## src/rtl/fifo_arb_pkg.sv

```systemverilog
// Shared types and helpers for the syn_FIFO write-port arbiter.
// Holds the arbiter state enum, the stats counter width and the round-robin search.
package fifo_arb_pkg;

  typedef enum logic {
    IDLE  = 1'b0,
    BURST = 1'b1
  } arb_state_t;

  localparam int unsigned STAT_W = 16;

  // Widest request vector the round-robin search handles.
  localparam int unsigned RR_MAX = 32;

  // Returns the first set bit of req strictly after last, wrapping modulo n.
  // With no bit set it returns last; callers qualify the result with |req.
  function automatic logic [4:0] rr_search(input logic [RR_MAX-1:0] req,
                                           input logic [4:0]        last,
                                           input logic [5:0]        n);
    logic [5:0] sum;
    sum       = '0;
    rr_search = last;
    // Walk from the farthest candidate to the nearest so the nearest hit wins.
    for (int k = RR_MAX; k >= 1; k--) begin
      if (6'(k) <= n) begin
        sum = 6'(last) + 6'(k);
        if (sum >= n) begin
          sum = sum - n;
        end
        if (req[sum[4:0]]) begin
          rr_search = sum[4:0];
        end
      end
    end
  endfunction

endpackage

```

## src/rtl/fifo_wr_arbiter_rr_pick.sv

```systemverilog
// Combinational round-robin priority rotator: picks the next requester after last_grant.
module rr_pick
  import fifo_arb_pkg::*;
#(
  parameter  int unsigned NUM_REQ = 4,
  localparam int unsigned IDW     = $clog2(NUM_REQ)
) (
  input  logic [NUM_REQ-1:0] req,
  input  logic [IDW-1:0]     last_grant,
  output logic [IDW-1:0]     pick,
  output logic               any_req
);

  always_comb begin
    pick    = IDW'(rr_search(RR_MAX'(req), 5'(last_grant), 6'(NUM_REQ)));
    any_req = |req;
  end

endmodule

```

## src/rtl/fifo_wr_arbiter.sv

```systemverilog
// Round-robin arbiter sharing the syn_FIFO write port among NUM_REQ producers in bursts.
// Optional per-requester accepted-word counters are built when FIFO_ARB_STATS_EN is defined.
module fifo_wr_arbiter
  import fifo_arb_pkg::*;
#(
  parameter int unsigned NUM_REQ    = 4,
  parameter int unsigned DATA_WIDTH = 8,
  parameter int unsigned MAX_BURST  = 4
) (
  input  logic                          clk,
  input  logic                          rst,
  input  logic [NUM_REQ-1:0]            req_valid,
  input  logic [NUM_REQ*DATA_WIDTH-1:0] req_data,
  output logic [NUM_REQ-1:0]            req_ready,
  input  logic                          fifo_full,
  output logic                          fifo_wr_en,
  output logic [DATA_WIDTH-1:0]         fifo_wr_data,
  output logic                          grant_valid,
  output logic [$clog2(NUM_REQ)-1:0]    grant_id
`ifdef FIFO_ARB_STATS_EN
  ,
  output logic [NUM_REQ*STAT_W-1:0]     stat_words
`endif
);

  localparam int unsigned IDW = $clog2(NUM_REQ);
  localparam int unsigned CW  = $clog2(MAX_BURST + 1);

  arb_state_t          state;
  logic [CW-1:0]       burst_cnt;
  logic [IDW-1:0]      last_grant;
  logic [IDW-1:0]      pick;
  logic                any_req;
  logic                cur_valid;
  logic                transfer;
  logic                burst_last;
  logic [DATA_WIDTH-1:0] words [NUM_REQ];

  // Unpack the flat data bus so the granted word is a plain array select.
  for (genvar i = 0; i < NUM_REQ; i++) begin : g_unpack
    assign words[i] = req_data[i*DATA_WIDTH +: DATA_WIDTH];
  end

  rr_pick #(
    .NUM_REQ (NUM_REQ)
  ) u_rr_pick (
    .req        (req_valid),
    .last_grant (last_grant),
    .pick       (pick),
    .any_req    (any_req)
  );

  assign cur_valid  = req_valid[grant_id];
  assign burst_last = (burst_cnt == CW'(MAX_BURST - 1));

  // Write-port steering; gated by rst so nothing is accepted on a reset cycle.
  always_comb begin
    req_ready    = '0;
    transfer     = 1'b0;
    fifo_wr_en   = 1'b0;
    fifo_wr_data = '0;
    if (state == BURST && !rst) begin
      req_ready    = NUM_REQ'(!fifo_full) << grant_id;
      transfer     = cur_valid && !fifo_full;
      fifo_wr_en   = transfer;
      fifo_wr_data = words[grant_id];
    end
  end

  // Grant FSM: one registered IDLE arbitration cycle between grants.
  always_ff @(posedge clk) begin
    if (rst) begin
      state       <= IDLE;
      grant_valid <= 1'b0;
      grant_id    <= '0;
      burst_cnt   <= '0;
      last_grant  <= IDW'(NUM_REQ - 1);
    end else begin
      case (state)
        IDLE: begin
          if (any_req) begin
            grant_id    <= pick;
            grant_valid <= 1'b1;
            burst_cnt   <= '0;
            state       <= BURST;
          end
        end
        BURST: begin
          if (!cur_valid || (transfer && burst_last)) begin
            state       <= IDLE;
            grant_valid <= 1'b0;
            last_grant  <= grant_id;
            burst_cnt   <= '0;
          end else if (transfer) begin
            burst_cnt <= burst_cnt + CW'(1);
          end
        end
        default: begin
          state <= IDLE;
        end
      endcase
    end
  end

`ifdef FIFO_ARB_STATS_EN
  // Saturating count of accepted words per requester.
  for (genvar i = 0; i < NUM_REQ; i++) begin : g_stat
    logic [STAT_W-1:0] cnt;
    always_ff @(posedge clk) begin
      if (rst) begin
        cnt <= '0;
      end else if (req_valid[i] && req_ready[i] && (cnt != {STAT_W{1'b1}})) begin
        cnt <= cnt + STAT_W'(1);
      end
    end
    assign stat_words[i*STAT_W +: STAT_W] = cnt;
  end
`endif

endmodule
```

## config.mk

```make
export PLATFORM = sky130hd
export DESIGN_NAME = fifo_wr_arbiter
export DESIGN_NICKNAME = d
export VERILOG_FILES = /design/src/rtl/fifo_arb_pkg.sv /design/src/rtl/fifo_wr_arbiter_rr_pick.sv /design/src/rtl/fifo_wr_arbiter.sv
export SDC_FILE = /design/constraint.sdc
export NUM_CORES = 1
export LEC_CHECK = 0
export CAP_MARGIN = 20
export CORE_MARGIN = 2
export CORE_UTILIZATION = 40
export CTS_BUF_LIST = sky130_fd_sc_hd__clkbuf_2 sky130_fd_sc_hd__clkbuf_4 sky130_fd_sc_hd__clkbuf_8
export CTS_CLUSTER_SIZE = 24
export DETAILED_ROUTE_END_ITERATION = 12
export HOLD_SLACK_MARGIN = 0.08
export MAX_ROUTING_LAYER = met4
export PLACE_DENSITY = 0.79
export SYNTH_ARGS = -nofsm -noshare
export SYNTH_HDL_FRONTEND = slang
export SYNTH_SLANG_ARGS = --single-unit
```

## constraint.sdc

```tcl
create_clock -name clk -period 2.5 [get_ports clk]
set_input_delay 0.5 -clock clk [delete_from_list [all_inputs] [get_ports clk]]
set_output_delay 0.5 -clock clk [all_outputs]
set_load 0.005 [all_outputs]
```

==> metrics.txt <==
Worst Max-Slew Pin Slew=531.8 ps; Peak VDD IR=approximately 0.36 mV; IO buf count=54; Clk Latency, worst-skew pair=about 270 ps; Synth warnings=0; GRT Residual Overflow=0; Final period util=between 90% and 100%; clock tree buffer depth=2; drt first pass iters=4; RD Place Congestion=roughly 0.8; area grow syn2layout=70.63%; commonest non-fill, non-tap cells in the layout=clkdlybuf4s50_1, buf_4, nor2b_1, nor2_1, dfxtp_1; # DRC=0; DRT Wirelength=2805 um; simple-gate portion of the synthesized area=21.39%; die height=about 54 um; detailed placer's ending HPWL=2361 um; commonest non-fill, non-tap cell in the layout=clkdlybuf4s50_1; crit path max fanout=1; skew final=about 0.38 ps; clock root cell=clkbuf_4; Worst EP arrival=1950 ps; Unique masters post-synth=42; die area=between 0.002 and 0.003 mm2; CP Capture Type=output port; register clock-pin slew on the reported worst setup and hold paths=approximately 60 ps; worst path bufs/invs=2; CTS buffer count=3; Post-Synthesis Cells=approximately 100; initial antenna violation count=0; register bit count reported by yosys=9; via/cell ratio=about 5.4; register area=183.9 um2; CTS tree=done; post-synthesis sequential area ratio=18.23%; CP dominant cell by count=clkdlybuf4s50_1; Combinational Power Share=a little under three fifths; syn_nets=approximately 150; max cap viols=0; Multi-input gate area=762.0 um2; min Tclk post-route=approximately 2400 ps; final hold vios=0; internal power=0.4968 mW; Cell Chain, Critical Path=clkdlybuf4s50_1, mux4_2, nor2b_1, clkdlybuf4s50_1; Initial Util=41.02%; CP peak stage delay=between 400 and 500 ps; clock network power share=15.2%; WL per Instance=around 14 um; multiplexer area fraction after synthesis=roughly 28%; global-route wire length before repair=between 4000 and 5000 um; Synth Area in Compound Gates=approximately 18%; slew margin rel.=roughly 64%; Switching Share=about a third; ANT nets after route=0; antenna diode count=0; Top delay family on crit path=buffers and inverters; CTS H-Tree Depth=1; syn avg cell area=around 10 um2; die width=53.71 um; PD cells=about 450 mW/mm2; element type at the critical path start=input pin; GRT Util Overall=a little over a fifth; combinational family with the most area after synthesis=multiplexers; WS Path Type=input pin to output port; setup TNS=0 ps; largest net degree at the start of global routing=15; via count=roughly 1.1k; vias in the first global route=~970; Nets=approximately 220; Layout Cells excl Fill=198; Final setup viols=0; pins over their slew limit=0; run status=finished, final reports clean; I/O pins=55; core area=approximately 0.0024 mm2; placed cell count=~190; DR iter-0 viols=17; RSZ-0062 raised after global routing=false; Setup Buffers After CTS=0; Fmax achieved=approximately 0.41 GHz; Req. time, crit path=2000 ps; Core Rows=18; flop2flop setup slack=210 ps; CP max-delay cell=mux4_2; LEAKAGE=a little under 0.8 nW; share of layout cells above drive strength 1=between 10% and 20%; XOR/XNOR Fraction of Synth Area=0%; Reg power frac=about 27%; sw power=between 0.2 and 0.3 mW; # fillers=between 150 and 200; Post-Syn Area=~1000 um2; Hold Path Class=register to register; adder-cell share of the synthesized area=between 8 and 9%; clk sinks=9
per-layer routing:
layer,wire length [um],global-route usage [%]
met3,181,5.833
met2,1522,37.60
met1,1053,22.18
met4,48,7.265
met5,0,-
synth_stat cells (all sizes together):
master,count,area share (%)
o21ai,2,1.0
a311oi,1,0.89
or3,1,0.63
mux4,9,22
a211o,2,1.8
buf,3,2.8
a21oi,1,0.51
and3,1,0.63
dfxtp,9,18
o32ai,1,0.89
clkbuf,2,0.76
nor2b,9,5.7
o22ai,1,0.63
a22o,2,1.8
a31oi,1,0.63
nor2,9,3.4
a21o,1,0.76
mux2i,2,2.0
a21boi,2,2.7
and2,1,0.63
or3b,1,0.89
or4,1,0.76
nand2b,4,2.5
a211oi,2,1.5
nor4,3,1.9
ha,7,8.9
mux2,3,3.8
nand2,5,1.9
o2bb2ai,1,0.89
or2,1,0.63
o21a,1,0.76
inv,5,1.9
nor3,2,1.0
a22oi,1,0.76
o211ai,1,0.76
a2bb2oi,1,0.89
nor3b,1,0.76
o221a,1,1.1
metrics by stage:
step	setup WS [ps]	area [um2]	hold slack, ps	util, %	power (mW)
floorplan	557.7	988.4	449.4	-	0.4592
global placement	-16.67	1637	466.9	67.91	0.6208
detailed placement	-33.13	1637	469.4	67.91	0.6370
CTS	22.58	1672	486.2	69.37	0.7563
global route	1.358	1687	512.0	69.99	0.8079
finish	53.21	1687	480.0	69.99	0.7510
timing repair:
action / 4_1_cts / 5_1_grt
gates cloned: 0 / 0
hold buffers: 0 / 0
pin swaps: 1 / 1
endpoints found under the hold margin: 0 / 0
resized for setup: 4 / 6
setup endpoints to repair: 12 / 12
power groups by stage:
stage / combinational [mW] / clock, mW / sequential, mW
2_1_floorplan: 0.274 / 0 / 0.185
3_3_place_gp: 0.414 / 0 / 0.207
3_5_place_dp: 0.430 / 0 / 0.207
4_1_cts: 0.433 / 0.119 / 0.205
5_1_grt: 0.467 / 0.129 / 0.212
6_report: 0.431 / 0.114 / 0.206
worst paths after layout:
path                            cells past startpoint          start               to
worst max-delay path                                4   req_data[18]  fifo_wr_data[2]
worst min register to register                      1   burst_cnt[2]     burst_cnt[2]
worst max register to register                      6  last_grant[0]      grant_id[0]
worst min-delay path                                1   burst_cnt[2]     burst_cnt[2]
cell type report:
class | instances | area share (%)
Multi-Input combinational cell | 82 | 45.18
Timing Repair Buffer | 68 | 38.95
Sequential cell | 9 | 10.91
Tap cell | 30 | 2.226
Clock buffer | 3 | 1.335
Inverter | 5 | 1.113
Clock inverter | 1 | 0.2967
state kept, by name, summed over array words and instances (netlist names):
signal / flops
grant_valid: 1
grant_id: 2
last_grant: 2
burst_cnt: 3
state: 1
logic make-up after synthesis:
logic type	after synthesis
flip-flops	9
AO/OA/AOI/OAI	22
multiplexers	14
adder cells (fa/ha/maj)	7
AND/OR/NAND/NOR	39
buffers and inverters	10
worst register-to-register path, delay by kind of cell, from the launching register on:
kind / cells / cell delay [ps]
buffers and inverters: 1 / 180
AND/OR/NAND/NOR: 1 / 350
AO/OA/AOI/OAI: 3 / 680
flip-flops: 1 / 560
adder cells (fa/ha/maj): 1 / 400
No activity file was read; power rests on OpenSTA's default activity.
